### config.mk
export PLATFORM = sky130hd
export DESIGN_NAME = alarm_ring_ctrl
export DESIGN_NICKNAME = d
export VERILOG_FILES = /design/src/rtl/alarm_pkg.sv /design/src/rtl/sec_counter.sv /design/src/rtl/alarm_ring_ctrl.sv
export SDC_FILE = /design/constraint.sdc
export NUM_CORES = 1
export LEC_CHECK = 0
export ABC_CLOCK_PERIOD_IN_PS = 4950
export CAP_MARGIN = 20
export CORE_MARGIN = 5
export CORE_UTILIZATION = 25
export DETAILED_ROUTE_END_ITERATION = 16
export GPL_TIMING_DRIVEN = 0
export SLEW_MARGIN = 20
export SYNTH_ARGS = -nofsm -noshare
export SYNTH_HDL_FRONTEND = slang
export SYNTH_SLANG_ARGS = --single-unit
### constraint.sdc
create_clock -name clk -period 4.95 [get_ports clk]
set_clock_uncertainty 0.05 [all_clocks]
set_input_delay 1.2375 -clock clk [delete_from_list [all_inputs] [get_ports clk]]
set_output_delay 1.2375 -clock clk [all_outputs]
set_load 0.03 [all_outputs]
### src/rtl/alarm_pkg.sv
// Shared types and default timing constants for the alarm ringer sequencer.
package alarm_pkg;

   typedef enum logic [2:0] {
      IDLE,
      ARMED,
      RINGING,
      SNOOZE,
      DONE
   } alarm_state_t;

   localparam int DEF_RING_SECS   = 60;
   localparam int DEF_SNOOZE_SECS = 300;
   localparam int DEF_MAX_SNOOZE  = 3;

endpackage

### src/rtl/sec_counter.sv
// Tick-enabled second counter with synchronous clear; expire pulses on the
// tick that completes LIMIT counted ticks.
module sec_counter #(
   parameter int CNT_W = 9
) (
   input  logic             clk,
   input  logic             rst_n,
   input  logic             clr,
   input  logic             en,
   input  logic             tick,
   input  logic [CNT_W-1:0] limit,
   output logic             expire
);

   logic [CNT_W-1:0] cnt;

   assign expire = en & tick & (cnt == (limit - CNT_W'(1)));

   // clr wins over a same-cycle tick, so a tick in a state's entry cycle is not counted
   always_ff @(posedge clk) begin
      if (!rst_n) begin
         cnt <= '0;
      end else if (clr) begin
         cnt <= '0;
      end else if (en && tick) begin
         cnt <= cnt + CNT_W'(1);
      end
   end

endmodule

### src/rtl/alarm_ring_ctrl.sv
// Alarm ringer sequencer: arm, edge-triggered ring, snooze/stop, auto-off.
// Define ALARM_BEEP_EN for a 0.5 Hz on/off ringer instead of a steady tone.
module alarm_ring_ctrl
   import alarm_pkg::*;
#(
   parameter int RING_SECS   = DEF_RING_SECS,
   parameter int SNOOZE_SECS = DEF_SNOOZE_SECS,
   parameter int MAX_SNOOZE  = DEF_MAX_SNOOZE,
   parameter int CNT_W       = 9,
   localparam int SU_W       = (MAX_SNOOZE > 0) ? $clog2(MAX_SNOOZE + 1) : 1
) (
   input  logic            clk,
   input  logic            rst_n,
   input  logic            tick_1s,
   input  logic            match,
   input  logic            alarm_en,
   input  logic            snooze,
   input  logic            stop,
   output logic            ringer,
   output logic            ringing,
   output logic            snoozing,
   output logic [SU_W-1:0] snooze_used
);

   localparam logic [CNT_W-1:0] RING_LIM   = CNT_W'(RING_SECS);
   localparam logic [CNT_W-1:0] SNOOZE_LIM = CNT_W'(SNOOZE_SECS);

   alarm_state_t     state, state_nx;
   logic             match_q;
   logic             trig;
   logic             can_snooze;
   logic             expire;
   logic             cnt_clr;
   logic             cnt_en;
   logic [CNT_W-1:0] cnt_limit;
   logic             ringer_nx;
   logic [SU_W-1:0]  used_nx;

   assign trig       = match & ~match_q;
   assign can_snooze = (int'(snooze_used) < MAX_SNOOZE);
   assign cnt_en     = (state == RINGING) || (state == SNOOZE);
   assign cnt_clr    = (state_nx != state);
   assign cnt_limit  = (state == SNOOZE) ? SNOOZE_LIM : RING_LIM;

   sec_counter #(
      .CNT_W (CNT_W)
   ) u_sec_counter (
      .clk    (clk),
      .rst_n  (rst_n),
      .clr    (cnt_clr),
      .en     (cnt_en),
      .tick   (tick_1s),
      .limit  (cnt_limit),
      .expire (expire)
   );

   always_comb begin
      state_nx = state;
      if (!alarm_en) begin
         state_nx = IDLE;
      end else begin
         case (state)
            IDLE:    state_nx = ARMED;
            ARMED:   if (trig) state_nx = RINGING;
            RINGING: begin
               if (stop)                      state_nx = DONE;
               else if (snooze && can_snooze) state_nx = SNOOZE;
               else if (expire)               state_nx = DONE;
            end
            SNOOZE: begin
               if (stop)        state_nx = DONE;
               else if (expire) state_nx = RINGING;
            end
            // stay here until the matching minute ends so it cannot re-trigger
            DONE:    if (!match) state_nx = ARMED;
            default: state_nx = IDLE;
         endcase
      end
   end

   always_comb begin
      used_nx = snooze_used;
      if ((state_nx == IDLE) || (state_nx == DONE)) begin
         used_nx = '0;
      end else if ((state == RINGING) && (state_nx == SNOOZE)) begin
         used_nx = snooze_used + SU_W'(1);
      end
   end

   always_comb begin
      ringer_nx = 1'b0;
`ifdef ALARM_BEEP_EN
      if (state_nx != RINGING)     ringer_nx = 1'b0;
      else if (state != RINGING)   ringer_nx = 1'b1;
      else if (tick_1s)            ringer_nx = ~ringer;
      else                         ringer_nx = ringer;
`else
      ringer_nx = (state_nx == RINGING);
`endif
   end

   always_ff @(posedge clk) begin
      if (!rst_n) begin
         state       <= IDLE;
         match_q     <= 1'b0;
         ringer      <= 1'b0;
         ringing     <= 1'b0;
         snoozing    <= 1'b0;
         snooze_used <= '0;
      end else begin
         state       <= state_nx;
         match_q     <= match;
         ringer      <= ringer_nx;
         ringing     <= (state_nx == RINGING);
         snoozing    <= (state_nx == SNOOZE);
         snooze_used <= used_nx;
      end
   end

endmodule

==> implementation parameters, run 1 <==
Parameter                              Value

Status
  Result of the run    complete, no violations

Worst setup path
  Biggest fanout along the worst timing path    9
  Category of the most critical setup path    input port to flop
  Data required time at the worst endpoint    5.09 ns
  Crit. End Element    flop
  CP arrival    3.33 ns
  Startpoint type of the worst setup path    input port

Clock network
  Number of buffers inserted for hold repair after clock tree synthesis    0
  CTS clock-pin slew for the worst setup and hold paths    0.07 ns
  Clock latency on the worst-skew pair    0.25 ns
  CTS sink cnt    17
  Clock tree from TritonCTS    built
  Number of buffers created by CTS    3
  CTS resizes    0
  Cell chosen for the clock root    sky130_fd_sc_hd__clkbuf_8
  Clock Tree Buf Depth    2
  H-tree depth    1
  Buffers inserted by post-CTS timing repair    0

Logic synthesis
  Ranking of synthesized cells by area    sky130_fd_sc_hd__dfxtp_1, sky130_fd_sc_hd__nor2_1, sky130_fd_sc_hd__xnor2_1
  Most frequent cell after synthesis    sky130_fd_sc_hd__dfxtp_1
  Post-synthesis cell type count    49
  Count of state elements after synthesis    17
  Leading register cell type out of synthesis    sky130_fd_sc_hd__dfxtp_1
  Average cell area after synthesis    8.845 um^2
  Synthesized area    1026 um^2
  Number of instances in the synthesized netlist    116
  Synth Net Count    125
  Number of flops mapped to enable cells by yosys    0
  Share of the yosys chip area belonging to registers    0.3317
  Most used standard cells in the synthesized netlist    sky130_fd_sc_hd__dfxtp_1, sky130_fd_sc_hd__nor2_1, sky130_fd_sc_hd__nand2_1
  Cell type with the highest aggregate area in the netlist    sky130_fd_sc_hd__dfxtp_1
  Share of Yosys cell area claimed by the top area cell type    0.3317
  Number of synthesis warnings    0
  Proportion of synthesized flip-flops having asynchronous set or reset    0

Detailed routing
  Count of routing violations after the opening detailed-route iteration    40
  Total iterations of the first detailed-routing run    4
  Number of vias per cell after detailed routing    4.872
  Detailed-route wire length    2.134 mm
  Via Count    877
  WL/cell    11.86 um
  # DRC    0
  Antenna Violating Nets Remaining    0

Die
  Die extent in x    74.06 um
  Die Footprint    5485 um^2
  FP Rows    23
  Ports placed on the boundary    12
  Initial core utilization    0.2565
  Total core area    4000 um^2
  Overall die height    74.06 um

Cells and area
  Design area    1234 um^2
  Layout overhead on the synthesized area    20.24%
  Final Util    0.3084
  Filler Cell Count    430
  Layout Nets    140
  Antenna cells    0
  Share of post-route cells with drive strength above 1    0.1154

Place
  HPWL Detailed    1.625 mm
  Number of buffers inserted by port buffering    10
  Weighted congestion at the end of routability-driven global placement    0.8262
  Area after DPL    1189 um^2

Global route
  Via count of the first global-routing pass    841
  Layer with the highest usage after global routing    met2
  Met1 capacity usage during global routing    0.1066
  GR met3 Demand/Resource    0.02432
  Aggregate global routing overflow    0
  Antenna violations before repair    0
  Maximum number of pins on one net before global-route repair    11
  First-pass GRT wire length    3.822 mm
  Routing usage on met2    0.1506
  Total Routing Usage GR    0.08914

Timing
  Number of setup violations in the final report    0
  Slew at the pin closest to its max-slew limit    0.4964 ns
  Final count of hold timing violations    0
  Max-slew headroom    0.6690
  Post-Route Setup TNS    0 ns
  FMAX    0.3129 GHz
  Unrepaired setup endpoints after global routing    no
  Max-slew violation total from the final report    0
  Minimum clock period after layout    3.196 ns
  Final worst-path cycle share    0.6456

Power and ir drop
  Total power    0.2695 mW
  Worst vdd rail ir drop    0.0001284 V
  Leak    0.4840 nW
  Power density over the cells    218.4 nW/um^2

Job
  Number of max-capacitance violations reported    0

Worst hold path
  Tightest Hold Check Type    flop to flop
==> cells in the final DEF (no fill, tap or decap), types with 2 or more instances in the layout <==
| master | Yosys | routed |
|---|---|---|
| sky130_fd_sc_hd__nor2b_1 | 3 | 3 |
| sky130_fd_sc_hd__dfxtp_1 | 17 | 17 |
| sky130_fd_sc_hd__a21oi_1 | 4 | 4 |
| sky130_fd_sc_hd__nor2_1 | 13 | 13 |
| sky130_fd_sc_hd__nand3b_1 | 2 | 2 |
| sky130_fd_sc_hd__nand2_1 | 8 | 8 |
| sky130_fd_sc_hd__ha_1 | 2 | 2 |
| sky130_fd_sc_hd__clkdlybuf4s50_1 | 0 | 10 |
| sky130_fd_sc_hd__and3_1 | 5 | 5 |
| sky130_fd_sc_hd__and2_1 | 3 | 3 |
| sky130_fd_sc_hd__or3_1 | 2 | 2 |
| sky130_fd_sc_hd__clkbuf_8 | 0 | 3 |
| sky130_fd_sc_hd__o21ai_0 | 2 | 2 |
| sky130_fd_sc_hd__nand2b_1 | 3 | 3 |
| sky130_fd_sc_hd__clkbuf_1 | 1 | 2 |
| sky130_fd_sc_hd__xnor2_1 | 5 | 5 |
| sky130_fd_sc_hd__nand3_1 | 3 | 3 |
| sky130_fd_sc_hd__buf_2 | 3 | 3 |
| sky130_fd_sc_hd__mux2i_1 | 2 | 2 |
| sky130_fd_sc_hd__xor2_1 | 3 | 3 |
| sky130_fd_sc_hd__nor3b_1 | 2 | 2 |
| sky130_fd_sc_hd__inv_1 | 4 | 4 |
==> power by group <==
| part | internal, mW | switching [mW] | leakage (nW) |
|---|---|---|---|
| sequential | 0.138 | 0.00156 | 0.137 |
| combinational | 0.0122 | 0.0139 | 0.324 |
| clock | 0.0571 | 0.0467 | 0.0228 |
==> through the flow <==
stage / hold slack (ns) / setup WS [ns] / std cells
finish: 0.4257 / 1.754 / 180
global route: 0.4608 / 1.643 / 180
CTS: 0.4290 / 1.766 / 180
detailed placement: 0.4196 / 1.508 / 176
global placement: 0.4136 / 1.513 / 176
floorplan: 0.4036 / 1.997 / 116
==> registers in the layout, indices dropped and copies added (netlist names) <==
register and flops:
snooze_used 2, ringing 1, match_q 1, u_sec_counter.cnt 9, state 3, snoozing 1
==> cell type report <==
cell class,count,area [um^2],share of cell area
Multi-Input combinational cell,88,629.4,0.5101
Sequential cell,17,340.3,0.2759
Timing Repair Buffer,10,100.1,0.08114
Tap cell,50,62.56,0.05071
Clock buffer,4,45.04,0.03651
Buffer,6,37.54,0.03043
Inverter,5,18.77,0.01521
==> logic make-up after synthesis <==
| logic type | count (synthesis) | synth area share |
|---|---|---|
| XOR/XNOR | 8 | 0.06830 |
| buffers and inverters | 11 | 0.05486 |
| AO/OA/AOI/OAI | 23 | 0.1964 |
| AND/OR/NAND/NOR | 53 | 0.3049 |
| multiplexers | 2 | 0.01951 |
| adder cells (fa/ha/maj) | 2 | 0.02439 |
| flip-flops | 17 | 0.3317 |
==> worst max-delay path: stages <==
cell                              delay, ns
sky130_fd_sc_hd__clkdlybuf4s50_1       0.47
sky130_fd_sc_hd__nor3b_2               0.29
sky130_fd_sc_hd__nand2_1               0.09
sky130_fd_sc_hd__a211o_1               0.34
sky130_fd_sc_hd__o311a_1               0.13
sky130_fd_sc_hd__or4b_1                0.46
sky130_fd_sc_hd__buf_2                 0.19
sky130_fd_sc_hd__a21oi_1               0.11
==> final timing paths <==
path | cells after the start | slack (ns) | endpoint | start
max | 8 | 1.75 | u_sec_counter.cnt[1]$_SDFFE_PP0P_ | snooze
max reg2reg | 8 | 2.64 | u_sec_counter.cnt[1]$_SDFFE_PP0P_ | snooze_used[0]$_SDFFE_PP0P_
min | 2 | 0.43 | u_sec_counter.cnt[1]$_SDFFE_PP0P_ | u_sec_counter.cnt[1]$_SDFFE_PP0P_
min reg2reg | 2 | 0.43 | u_sec_counter.cnt[1]$_SDFFE_PP0P_ | u_sec_counter.cnt[1]$_SDFFE_PP0P_
==> routing by layer <==
| metal | vias up | wire length, um |
|---|---|---|
| met5 | - | 0 |
| met4 | 0 | 34 |
| met3 | 4 | 105 |
| met2 | 18 | 1009 |
| met1 | 416 | 985 |
| li1 | 439 | - |
Note: power is estimated with default switching activity, not from simulation.
==> run 2, diff against run 1 <==
Settings changed: ABC_CLOCK_PERIOD_IN_PS 4950 to 2800.
Clock period 4.95 ns to 2.8 ns, I/O delays scaled along.
==> results of run 2 <==
Same layout as run 1 (identical final DEF). Status: complete, no violations.
Among the figures that moved: setup slack after placement 1.508 ns -> -0.1043 ns; setup slack after layout 1.754 ns -> 0.1418 ns; register-to-register setup slack 2.64 ns -> 0.49 ns; total power 0.2695 mW -> 0.4764 mW; worst IR drop on VDD 0.0001284 V -> 0.0002270 V
==> run 3, diff against run 2 <==
Settings changed: CORE_MARGIN 5 to unset, PLACE_DENSITY set to 0.43.
==> run 3 against run 2 <==
  * Routed wire length rose by 5.6%
  * Critical endpoint unchanged
  * Via count fell by 0.11%
  * Clock power barely moved
  * Cell area fell by 0.10%
  * Highest routed layer unchanged
  * Largest cell class unchanged
==> implementation parameters, run 3 (synthesized netlist as in run 1, its figures left out) <==
Parameter                              Value

Cells and area
  Share of post-route cells with drive strength above 1    0.1231
  Register ranked first by flip-flop count    u_sec_counter.cnt
  Registers with the highest flip-flop counts    u_sec_counter.cnt x9, state x3, snooze_used x2
  Layout Nets    140
  Leading cell type in the layout, fill and taps excluded    sky130_fd_sc_hd__dfxtp_1
  Antenna cells    0
  Max FFs per register    9
  Filler Cell Count    414
  Final Util    0.3244
  Most used cells in the layout excluding fill and tap cells    sky130_fd_sc_hd__dfxtp_1, sky130_fd_sc_hd__nor2_1, sky130_fd_sc_hd__clkdlybuf4s50_1
  Layout overhead on the synthesized area    20.12%

Global route
  Via count of the first global-routing pass    841
  Maximum number of pins on one net before global-route repair    11
  Aggregate global routing overflow    0
  Total Routing Usage GR    0.1131
  Antenna violations before repair    0
  First-pass GRT wire length    3.781 mm

Detailed routing
  Total iterations of the first detailed-routing run    4
  Count of routing violations after the opening detailed-route iteration    19
  # DRC    0
  WL/cell    12.66 um
  Antenna Violating Nets Remaining    0
  Detailed-route wire length    2.253 mm
  Via Count    876
  Number of vias per cell after detailed routing    4.921

Clock network
  Number of buffers created by CTS    3
  Clock latency on the worst-skew pair    0.25 ns
  Clock tree from TritonCTS    built
  Buffers inserted by post-CTS timing repair    0
  CTS clock-pin slew for the worst setup and hold paths    0.07 ns
  H-tree depth    1
  CTS sink cnt    17
  CTS resizes    0
  Clock Tree Buf Depth    2
  Cell chosen for the clock root    sky130_fd_sc_hd__clkbuf_8
  Number of buffers inserted for hold repair after clock tree synthesis    0

Timing
  Final worst-path cycle share    0.9584
  Slew at the pin closest to its max-slew limit    0.5317 ns
  Minimum clock period after layout    2.683 ns
  Number of setup violations in the final report    0
  FMAX    0.3727 GHz
  Unrepaired setup endpoints after global routing    no
  Worst Hold Margin    0.4251 ns
  Max-slew headroom    0.6455
  Max-slew violation total from the final report    0
  Post-Route Setup TNS    0 ns
  Final count of hold timing violations    0
  Post-route worst setup slack    0.1166 ns

Die
  Overall die height    66.06 um
  Total core area    3799 um^2
  Initial core utilization    0.2701
  Ports placed on the boundary    12
  Die extent in x    66.06 um
  FP Rows    22
  Die Footprint    4364 um^2

Worst setup path
  Data required time at the worst endpoint    2.94 ns
  Worst setup path start    snooze
  Crit. End Element    flop
  Max stage delay cell, worst path    sky130_fd_sc_hd__or4b_1
  Number of gates on the worst path with buffers counted    8
  Startpoint of the worst-slack reg-to-reg timing path    snooze_used[0]$_SDFFE_PP0P_
  CP arrival    2.82 ns
  Category of the most critical setup path    input port to flop
  Biggest fanout along the worst timing path    9
  Startpoint type of the worst setup path    input port
  Critical path buffer and inverter count    2
  Highest cell delay on the worst timing path    0.50 ns
  Cell family with most CP delay    simple AND/OR/NAND/NOR gates
  Path depth of the worst reg2reg path    8
  List of cells traversed by the critical path    clkdlybuf4s50_1 > nor3b_2 > nand2_1 > a211o_1 > o311a_1 > or4b_1 > buf_2 > a21oi_1

Place
  HPWL Detailed    1.741 mm
  Weighted congestion at the end of routability-driven global placement    0.7557
  Worst slack, placed    -0.1341 ns
  Number of buffers inserted by port buffering    10

Worst hold path
  Worst hold path depth    2
  Launch instance of the worst min-delay path    u_sec_counter.cnt[1]$_SDFFE_PP0P_
  Tightest Hold Check Type    flop to flop

Power and ir drop
  Leak    0.4867 nW
  Worst vdd rail ir drop    0.0001716 V
  Power density over the cells    386.0 nW/um^2
  Total power    0.4757 mW

Job
  Number of max-capacitance violations reported    0

Status
  Result of the run    complete, no violations
==> run 3: changes by cell type in the layout (fill, tap and decap cells not counted) <==
cell	delta
sky130_fd_sc_hd__clkinv_2	+1
sky130_fd_sc_hd__clkbuf_1	-1
==> run 3: routing by layer <==
| layer | vias up | routed length, um | GRT usage |
|---|---|---|---|
| met3 | 2 | 63 | 0.03966 |
| met4 | 0 | 8 | 0.02660 |
| met2 | 13 | 1082 | 0.1939 |
| met1 | 418 | 1099 | 0.1337 |
| met5 | - | 0 | 0 |
| li1 | 443 | - | - |
==> run 3: path summary, 6_finish.rpt <==
path	endpoint	slack (ns)
max	u_sec_counter.cnt[1]$_SDFFE_PP0P_	0.12
min	u_sec_counter.cnt[1]$_SDFFE_PP0P_	0.43
max reg2reg	u_sec_counter.cnt[1]$_SDFFE_PP0P_	0.46
min reg2reg	u_sec_counter.cnt[1]$_SDFFE_PP0P_	0.43
==> run 3: final cells by class <==
type | count | area, um^2 | area share
multi-input cells | 88 | 629.4 | 0.5107
repair buffers | 10 | 100.1 | 0.08122
flip-flops and latches | 17 | 340.3 | 0.2761
clock inverters | 1 | 5.005 | 0.004061
inverters | 5 | 18.77 | 0.01523
well taps | 48 | 60.06 | 0.04873
clock buffers | 3 | 41.29 | 0.03350
plain buffers | 6 | 37.54 | 0.03046
==> run 3: power breakdown <==
group | internal, mW | switching (mW) | leakage, nW
Combinational | 0.0215 | 0.0254 | 0.324
Clock | 0.0986 | 0.0834 | 0.0255
Sequential | 0.244 | 0.00261 | 0.137
==> run 3: tightest hold or removal path: stages (launching register included) <==
cell and delay, ns:
sky130_fd_sc_hd__dfxtp_1 0.32, sky130_fd_sc_hd__nand2_1 0.06, sky130_fd_sc_hd__a21oi_1 0.05
==> run 3: stage by stage <==
step / instances / cell area (um^2)
final: 178 / 1232
after global routing: 178 / 1232
after CTS: 178 / 1232
after detailed placement: 174 / 1186
after global placement: 174 / 1186
after floorplan: 116 / 1026
